===== config.mk =====
export PLATFORM = sky130hd
export DESIGN_NAME = cpl_tracker_flat
export DESIGN_NICKNAME = d
export VERILOG_FILES = /design/src/rtl/cpl_tracker_pkg.sv /design/src/rtl/cpl_tracker_if.sv /design/src/rtl/cpl_tracker_age_timer.sv /design/src/rtl/cpl_tracker.sv /design/src/flat_wrapper.sv
export SDC_FILE = /design/constraint.sdc
export NUM_CORES = 1
export LEC_CHECK = 0
export CORE_ASPECT_RATIO = 0.6
export CORE_MARGIN = 3
export CORE_UTILIZATION = 58
export DETAILED_ROUTE_END_ITERATION = 10
export HOLD_SLACK_MARGIN = 0.03
export PLACE_DENSITY = 0.9
export SYNTH_ARGS = -nofsm -noshare
export SYNTH_HDL_FRONTEND = slang
export SYNTH_SLANG_ARGS = --single-unit
export TNS_END_PERCENT = 5

===== constraint.sdc =====
create_clock -name clk -period 4.8 [get_ports clk]
set_input_delay 0.96 -clock clk [delete_from_list [all_inputs] [get_ports clk]]
set_output_delay 0.96 -clock clk [all_outputs]
set_load 0.02 [all_outputs]

===== src/rtl/cpl_tracker_pkg.sv =====
// Shared definitions for the read-completion tracker: status codes, size
// limits and the lowest-set-bit / one-hot encoder helpers used for the
// expired-entry selection.
package cpl_tracker_pkg;

  localparam int DEF_LEN_W      = 13;
  localparam int MAX_READ_BYTES = 4096;
  localparam int MAX_TAGS       = 256;

  typedef enum logic [2:0] {
    CPL_ST_SC = 3'b000,
    CPL_ST_UR = 3'b001,
    CPL_ST_CA = 3'b100
  } cpl_st_e;

  // Isolate the lowest set bit of a request vector.
  function automatic logic [MAX_TAGS-1:0] right_find_1st_one(input logic [MAX_TAGS-1:0] v);
    return v & (~v + {{(MAX_TAGS-1){1'b0}}, 1'b1});
  endfunction

  // Encode a one-hot vector into a tag-wide binary index.
  function automatic logic [7:0] onehot_to_binary(input logic [MAX_TAGS-1:0] oh);
    logic [7:0] b;
    b = '0;
    for (int i = 0; i < MAX_TAGS; i++) begin
      if (oh[i]) b = b | 8'(i);
    end
    return b;
  endfunction

endpackage


===== src/rtl/cpl_tracker_if.sv =====
// Request/completion/release bundle between the tag manager side (master)
// and the completion tracker (slave).
interface cpl_tracker_if
  import cpl_tracker_pkg::*;
#(
  parameter int TAG_NUM = 8,
  parameter int LEN_W   = DEF_LEN_W
);
  localparam int CNT_W = $clog2(TAG_NUM) + 1;

  logic             alloc_vld;
  logic [7:0]       alloc_tag;
  logic [LEN_W-1:0] alloc_len;
  logic             cpl_vld;
  logic [7:0]       cpl_tag;
  logic [LEN_W-1:0] cpl_bytes;
  logic             cpl_err;
  logic             release_vld;
  logic [7:0]       release_tag;
  logic             done_err;
  logic             unexp_cpl;
  logic [CNT_W-1:0] outst_cnt;

  modport master (
    output alloc_vld, alloc_tag, alloc_len, cpl_vld, cpl_tag, cpl_bytes, cpl_err,
    input  release_vld, release_tag, done_err, unexp_cpl, outst_cnt
  );

  modport slave (
    input  alloc_vld, alloc_tag, alloc_len, cpl_vld, cpl_tag, cpl_bytes, cpl_err,
    output release_vld, release_tag, done_err, unexp_cpl, outst_cnt
  );

endinterface


===== src/rtl/cpl_tracker_age_timer.sv =====
// Timeout prescaler plus per-entry 4-bit age counters (module cpl_age_timer).
// Only instantiated when CPL_TIMEOUT_EN is defined.
module cpl_age_timer #(
  parameter int TAG_NUM       = 8,
  parameter int TICK_DIV      = 1024,
  parameter int TIMEOUT_TICKS = 15
) (
  input  logic               clk,
  input  logic               rst_n,
  input  logic [TAG_NUM-1:0] vld,
  input  logic [TAG_NUM-1:0] clr,
  output logic [TAG_NUM-1:0] expired
);
  localparam int DIV_W = (TICK_DIV > 1) ? $clog2(TICK_DIV) : 1;

  logic [DIV_W-1:0] div_p0;
  logic             tick;
  logic [3:0]       age_p0 [TAG_NUM];

  assign tick = (div_p0 == DIV_W'(TICK_DIV - 1));

  // free-running prescaler, one tick every TICK_DIV cycles
  always_ff @(posedge clk or negedge rst_n) begin
    if (!rst_n)    div_p0 <= '0;
    else if (tick) div_p0 <= '0;
    else           div_p0 <= div_p0 + 1'b1;
  end

  // ages restart on allocation or partial completion and saturate at the limit
  always_ff @(posedge clk or negedge rst_n) begin
    if (!rst_n) begin
      for (int i = 0; i < TAG_NUM; i++) age_p0[i] <= '0;
    end else begin
      for (int i = 0; i < TAG_NUM; i++) begin
        if (clr[i] || !vld[i])
          age_p0[i] <= '0;
        else if (tick && (age_p0[i] < 4'(TIMEOUT_TICKS)))
          age_p0[i] <= age_p0[i] + 4'd1;
      end
    end
  end

  // an entry is expired once its age has reached the limit
  always_comb begin
    expired = '0;
    for (int i = 0; i < TAG_NUM; i++)
      expired[i] = vld[i] && (age_p0[i] == 4'(TIMEOUT_TICKS));
  end

endmodule


===== src/rtl/cpl_tracker.sv =====
// Completion tracker: records issued read tags with their byte length,
// consumes split completions and returns retired tags to the tag manager.
// Optional feature macro: CPL_TIMEOUT_EN (adds age-based tag expiry).
module cpl_tracker
  import cpl_tracker_pkg::*;
#(
  parameter int TAG_NUM = 8,
  parameter int LEN_W   = DEF_LEN_W
`ifdef CPL_TIMEOUT_EN
  ,
  parameter int TICK_DIV      = 1024,
  parameter int TIMEOUT_TICKS = 15
`endif
) (
  input logic          clk,
  input logic          rst_n,
  cpl_tracker_if.slave bus
);
  localparam int IDX_W = $clog2(TAG_NUM);
  localparam int CNT_W = IDX_W + 1;

  logic [TAG_NUM-1:0] vld_p0;
  logic [LEN_W-1:0]   remain_p0 [TAG_NUM];
  logic [IDX_W-1:0]   alloc_idx;
  logic [IDX_W-1:0]   cpl_idx;
  logic               cpl_hit;
  logic               cpl_final;
  logic               cpl_fin_err;
  logic               cpl_unexp;
  logic               to_fire;
  logic [7:0]         to_tag;
  logic               retire;

  logic               release_vld_p1;
  logic [7:0]         release_tag_p1;
  logic               done_err_p1;
  logic               unexp_cpl_p1;
  logic [CNT_W-1:0]   outst_cnt_p1;

  assign alloc_idx = bus.alloc_tag[IDX_W-1:0];
  assign cpl_idx   = bus.cpl_tag[IDX_W-1:0];

  // classify the incoming completion against the current table contents
  always_comb begin
    cpl_hit     = bus.cpl_vld && vld_p0[cpl_idx];
    cpl_unexp   = bus.cpl_vld && !vld_p0[cpl_idx];
    cpl_final   = cpl_hit && (bus.cpl_err || (bus.cpl_bytes >= remain_p0[cpl_idx]));
    cpl_fin_err = bus.cpl_err || (bus.cpl_bytes > remain_p0[cpl_idx]);
  end

`ifdef CPL_TIMEOUT_EN
  logic [TAG_NUM-1:0] age_clr;
  logic [TAG_NUM-1:0] expired;
  logic [TAG_NUM-1:0] exp_cand;

  // allocation and any completion hit restart the entry's age
  always_comb begin
    age_clr = '0;
    if (bus.alloc_vld) age_clr[alloc_idx] = 1'b1;
    if (cpl_hit)       age_clr[cpl_idx]   = 1'b1;
  end

  cpl_age_timer #(
    .TAG_NUM      (TAG_NUM),
    .TICK_DIV     (TICK_DIV),
    .TIMEOUT_TICKS(TIMEOUT_TICKS)
  ) u_age_timer (
    .clk    (clk),
    .rst_n  (rst_n),
    .vld    (vld_p0),
    .clr    (age_clr),
    .expired(expired)
  );

  // pick the lowest expired entry; the completion slot always has priority,
  // and an entry being completed this cycle is not also timed out
  always_comb begin
    exp_cand = expired;
    if (cpl_hit) exp_cand[cpl_idx] = 1'b0;
    to_fire = (|exp_cand) && !cpl_final;
    to_tag  = onehot_to_binary(right_find_1st_one(MAX_TAGS'(exp_cand)));
  end
`else
  assign to_fire = 1'b0;
  assign to_tag  = '0;
`endif

  assign retire = cpl_final || to_fire;

  // entry valid bits: set on allocation, cleared on completion or timeout retire
  always_ff @(posedge clk or negedge rst_n) begin
    if (!rst_n) begin
      vld_p0 <= '0;
    end else begin
      if (cpl_final)    vld_p0[cpl_idx]            <= 1'b0;
      else if (to_fire) vld_p0[to_tag[IDX_W-1:0]]  <= 1'b0;
      if (bus.alloc_vld) vld_p0[alloc_idx]         <= 1'b1;
    end
  end

  // remaining byte counts; only meaningful while the entry is valid
  always_ff @(posedge clk) begin
    if (cpl_hit && !cpl_final) remain_p0[cpl_idx]   <= remain_p0[cpl_idx] - bus.cpl_bytes;
    if (bus.alloc_vld)         remain_p0[alloc_idx] <= bus.alloc_len;
  end

  // ---- stage p1: registered release / status outputs ----
  always_ff @(posedge clk or negedge rst_n) begin
    if (!rst_n) begin
      release_vld_p1 <= 1'b0;
      release_tag_p1 <= '0;
      done_err_p1    <= 1'b0;
      unexp_cpl_p1   <= 1'b0;
      outst_cnt_p1   <= '0;
    end else begin
      release_vld_p1 <= retire;
      release_tag_p1 <= cpl_final ? bus.cpl_tag : (to_fire ? to_tag : 8'd0);
      done_err_p1    <= cpl_final ? cpl_fin_err : to_fire;
      unexp_cpl_p1   <= cpl_unexp;
      outst_cnt_p1   <= outst_cnt_p1 + CNT_W'(bus.alloc_vld) - CNT_W'(retire);
    end
  end

  assign bus.release_vld = release_vld_p1;
  assign bus.release_tag = release_tag_p1;
  assign bus.done_err    = done_err_p1;
  assign bus.unexp_cpl   = unexp_cpl_p1;
  assign bus.outst_cnt   = outst_cnt_p1;

  // the tag manager must never hand out a tag that is still outstanding
  a_alloc_free : assert property (@(posedge clk) disable iff (!rst_n)
    bus.alloc_vld |-> !vld_p0[alloc_idx]);

  // allocated tags must fit the table and requests must carry bytes
  a_alloc_legal : assert property (@(posedge clk) disable iff (!rst_n)
    bus.alloc_vld |-> (({24'd0, bus.alloc_tag} < 32'(TAG_NUM)) && (bus.alloc_len != '0)));

endmodule


===== src/flat_wrapper.sv =====
// flat-port wrapper written by rule: the top's interface ports become plain ports
module cpl_tracker_flat import cpl_tracker_pkg::*;
#(
  parameter int TAG_NUM = 8,
  parameter int LEN_W   = DEF_LEN_W

)
  (clk, rst_n, bus_alloc_vld, bus_alloc_tag, bus_alloc_len, bus_cpl_vld, bus_cpl_tag, bus_cpl_bytes, bus_cpl_err, bus_release_vld, bus_release_tag, bus_done_err, bus_unexp_cpl, bus_outst_cnt);
  cpl_tracker_if #(.TAG_NUM(TAG_NUM), .LEN_W(LEN_W)) bus_i ();
  input logic clk;
  input logic rst_n;
  input wire logic [$bits(bus_i.alloc_vld)-1:0] bus_alloc_vld;
  input wire logic [$bits(bus_i.alloc_tag)-1:0] bus_alloc_tag;
  input wire logic [$bits(bus_i.alloc_len)-1:0] bus_alloc_len;
  input wire logic [$bits(bus_i.cpl_vld)-1:0] bus_cpl_vld;
  input wire logic [$bits(bus_i.cpl_tag)-1:0] bus_cpl_tag;
  input wire logic [$bits(bus_i.cpl_bytes)-1:0] bus_cpl_bytes;
  input wire logic [$bits(bus_i.cpl_err)-1:0] bus_cpl_err;
  output wire logic [$bits(bus_i.release_vld)-1:0] bus_release_vld;
  output wire logic [$bits(bus_i.release_tag)-1:0] bus_release_tag;
  output wire logic [$bits(bus_i.done_err)-1:0] bus_done_err;
  output wire logic [$bits(bus_i.unexp_cpl)-1:0] bus_unexp_cpl;
  output wire logic [$bits(bus_i.outst_cnt)-1:0] bus_outst_cnt;
  assign bus_i.alloc_vld = bus_alloc_vld;
  assign bus_i.alloc_tag = bus_alloc_tag;
  assign bus_i.alloc_len = bus_alloc_len;
  assign bus_i.cpl_vld = bus_cpl_vld;
  assign bus_i.cpl_tag = bus_cpl_tag;
  assign bus_i.cpl_bytes = bus_cpl_bytes;
  assign bus_i.cpl_err = bus_cpl_err;
  assign bus_release_vld = bus_i.release_vld;
  assign bus_release_tag = bus_i.release_tag;
  assign bus_done_err = bus_i.done_err;
  assign bus_unexp_cpl = bus_i.unexp_cpl;
  assign bus_outst_cnt = bus_i.outst_cnt;
  cpl_tracker #(.TAG_NUM(TAG_NUM), .LEN_W(LEN_W)) u_core (.clk(clk), .rst_n(rst_n), .bus(bus_i));
endmodule

### After elaboration in Yosys (flattened, before gate mapping)

Memories as Yosys holds them, arrays and structs flattened.
Cells that the tools add are included.

* register bits: 23
* latch bits: 0
* RAM bits: 104
* memory bits (read-only): 0
* output and inout bits: 15
* memories kept: 1

Memory list
* u_core.remain_p0: depth 8, width 13, read ports 1, clocked after Yosys merged registers in 0, wr ports 2, RTL line cpl_tracker.sv:23 `logic [LEN_W-1:0] remain_p0 [TAG_NUM];`

* add/subtract/negate cells: 3
* multipliers: 0
* divide/modulo/power cells: 0
* order comparisons: 6
* equality and inequality tests: 0
* shifts and indexed selects: 0
* mux-type cells: 14
* bitwise logic cells: 3
* reduce and logical (&&, ||, !) cells: 10

Operators by type and width (number)
* $mux 8: 3
* $ge 13x13->1: 1
* $gt 13x13->1: 1
* $sub 13x13->13: 1
* $and 8x8->8: 1
* $lt 3x4->1 const B: 2
* $mux 1: 8
* $not 8->8: 1
* $or 8x8->8: 1
* $demux 1 s3: 2
* $ge 3x1->1 const B: 2
* $logic_and 1x1->1: 6
* $add 4x1->4: 1
* $sub 4x1->4: 1
* $bmux 1 s3: 1
* $logic_not 1->1: 2
* $logic_or 1x1->1: 2

### Longest topological paths before layout

* word-level depth: 9
* mapped depth: 20
* gate-level depth less buffers: 18

### Worst setup path before layout

No wires, ideal clock.

* path kind: in2reg
* start: in bus_cpl_tag[2]
* end: mem u_core.remain_p0[1][0] in the netlist's numbering (enable)
* library setup time: 0.421 ns
* data arrival time: 5.056 ns
* required time: 4.379 ns
* path slack: -0.678 ns
* cell stages on the path: 12
* cell sequence: buf_4 -> clkbuf_1 -> buf_1 -> mux4_2 -> mux2_2 -> ha_1 -> nand2_1 -> nor3_1 -> nand2_1 -> a21oi_1 -> nand2_1 -> o41ai_1

RTL lines
* from (decl): RTL line flat_wrapper.sv:16 `input wire logic [$bits(bus_i.cpl_tag)-1:0] bus_cpl_tag;`
* to (decl): RTL line cpl_tracker.sv:23

==> qor.yml <==
yosysTopAreaCellShare_pct: 45.98
finalSetupViolations: 0
crit_buf_inv: 7
die-height_um: 89.83
core-area_um2: 10990
critical_path_class: "in2reg"
crit_required_ps: 4910
min_period_ps: 4565
via_per_inst: 6.509
syn_to_final_growth_pct: 28.02
dp_hpwl_mm: 14.16
worst_setup_path_end_kind: "flip-flop"
routedWlPerCell_um: 23.14
ant_nets: 0
worst_slew_margin_rel_pct: 20.02
place.port_buffers: 56
ctsLongestPathBuffers: 2
cts.clk_slew.worst_paths_ps: 60
path_cells: "clkdlybuf4s50_1, buf_12, clkinv_1, nor2_1, buf_4, a22oi_1, nand3_1, a32o_1, ha_1, nand2_1, o21ai_0, nor2_1, a21oi_2, buf_4, nand2_1, buf_4, o41ai_4, buf_4"
synthCells: 652
internal-power_mw: 2.585
root_buffer: "clkbuf_16"
ys.flop_type: "edfxtp_1"
clock_sinks: 127
hp-start: "u_core.vld_p0[4]"
synth_fp_nets: 718
syn-cell-area_um2: 6793
antenna_found_initial: 0
htreeDepth: 4
worstMarginPinSlew_ps: 1195
routed_wl_mm: 21.75
drt_iter0_markers: 823
grt-ovfl-total: 0
arrival_ps: 4670
holdPathStages: 2
finalMaxSlewViolations: 0
crit_fanout: 11
initial_core_util_pct: 61.78
ys_warn_count: 0
finalCritPeriodShare_pct: 95.10
finClkSkew_ps: 11.07
rsz0062_at_grt: "false"
diodes: 0
switching_share_pct: 29.49
nNetsFinal: 838
grt_max_degree: 30
drv_cap: 0
vdd_drop_max_mv: 0.3361
num_rows: 29
timing.reg2reg.setup_slack_ps: 1130
grtUsageTotal_pct: 34.18
drive_gt1_share_pct: 20.13
timing.hold.ws_ps: 558.2
critical_path.top_delay_family: "buffers and inverters"
r2r_cells: 12
tritoncts: "yes"
power_density_nw_per_um2: 421.6
dp_worst_setup_slack_ps: -158.5
grt_pass1_vias: 6361
critPathSlowestCell: "clkdlybuf4s50_1"
crit_cells: 18
fp.dieW_um: 145.7
fmax_ghz: 0.2191
hold_viol: 0
worstReg2RegStart: "u_core.remain_p0[6][6]"
synth-edff-count: 104
vias: 6118
p_switching_mw: 1.081
ys_types: 57
die-area_um2: 13090
synth.largest_area_cell: "edfxtp_1"
cts_buffers: 17
clk_latency_ps: 430
status: "finished clean"
power_frac_clock_pct: 36.7
path_common_cell: "buf_4"
hp-class: "reg2reg"
gp_congestion: 0.9807
setup_slack_ps: 235.3
startpoint_type: "primary input"
io_pins: 62
avgSynthCellArea_um2: 10.42
synth_seq_area_share_pct: 54.45
ys_ff_latch: 127
final_common_cell: "nand2_1"
p_seq_share_pct: 38.4
cpPeakStageDelay_ps: 450
drc: 0
power_leakage_nw: 3.250
startpoint: "bus_cpl_tag[0]"
ys_async_sr_fraction_pct: 18.11
grt_pass1_wl_mm: 34.01
dr.pass1.iters: 6
layout_common_cells: "134 x nand2_1, 104 x edfxtp_1, 96 x o21ai_0, 89 x buf_4, 55 x clkdlybuf4s50_1"
power_frac_comb_pct: 24.9
synthTopCellsByArea: "edfxtp_1 46%, dfrtp_1 8.5%, nand2_1 7.4%, o21ai_0 7.1%, mux4_2 4.0%"
## cell usage after synthesis (all sizes together), types with 3 or more instances
master  number
xnor2        6
nor2        32
nand4        3
nand2b       8
ha          17
a221o        3
clkbuf      35
a22oi        7
mux2         7
nor2b        3
and2        11
o21ai      118
edfxtp     104
inv         22
a221oi       3
a21o         5
nor3         4
mux4        12
mux2i       10
nand2      134
a21oi       26
a41oi        3
xor2         8
dfrtp       23
o22ai        3
buf         12
nand3        4
## metrics by stage
stage	total power, mW	setup TNS (ps)	area [um^2]	utilization [%]	cells
2_1_floorplan	1.927	-3920	6808	-	652
3_5_place_dp	2.298	-3497	8083	73.52	908
4_1_cts	3.640	0	8692	79.06	940
3_3_place_gp	2.236	-1.103	8083	73.52	908
6_report	3.666	0	8696	79.09	940
5_1_grt	3.793	0	8696	79.09	940
## layout make-up
| cell class | instances | area, um^2 |
|---|---|---|
| Clock inverter | 15 | 183.9 |
| Clock buffer | 17 | 425.4 |
| Timing Repair Buffer | 148 | 1284 |
| Fill cell | 643 | 2298 |
| Sequential cell | 127 | 3699 |
| Tap cell | 155 | 193.9 |
| Multi-Input combinational cell | 455 | 2821 |
| Inverter | 23 | 88.84 |
## state kept, by name, summed over array words and instances, names as in the netlist
signal	count
u_core.bus.release_vld	1
u_core.bus.outst_cnt	4
u_core.vld_p0	8
u_core.bus.done_err	1
u_core.remain_p0	104
u_core.bus.unexp_cpl	1
u_core.bus.release_tag	8
## power groups by stage
stage,clock (mW),sequential (mW),combinational [mW]
after global routing,1.39,1.41,0.989
final,1.35,1.41,0.914
after floorplan,0,1.45,0.477
after global placement,0,1.42,0.819
after detailed placement,0,1.42,0.875
after CTS,1.34,1.40,0.896
## worst paths after layout
path                                              to
max                          u_core.remain_p0[1][11]
min                                 u_core.vld_p0[4]
max reg2reg                  u_core.remain_p0[1][11]
min reg2reg                         u_core.vld_p0[4]
max in group asynchronous  u_core.bus.release_tag[1]
min in group asynchronous           u_core.vld_p0[7]
## timing repair
item,CTS,global route
resized for setup,0,1
hold buffers,0,0
endpoints found under the setup margin,0,11
setup buffers,0,0
## tightest hold or removal path, cell delays in order (launching register included)
cell and delay (ps):
dfrtp_1 360, nor2_1 50, a21oi_1 100
## metal layers
metal | track usage (%) | share of wire [%] | up-vias | routed length [um]
met1 | 43.22 | 34 | 2828 | 7364
met4 | 17.93 | 4.9 | 0 | 1066
met5 | 0 | 0 | - | 0
li1 | - | - | 2600 | -
met2 | 53.58 | 46 | 572 | 10020
met3 | 10.35 | 15 | 118 | 3295
## cell families (layout without fill, tap and decap cells)
group           count (synthesis)  after routing  share of synthesized area [%]
buf+inv                        70            203                          4.605
simple gates                  209            209                          13.24
mux                            29             29                          6.613
xor+xnor                       14             14                          1.805
compound gates                184            184                          15.57
fa+ha+maj                      19             19                          3.721
flops                         127            127                          54.45
Power figures use the tool's default switching activity.
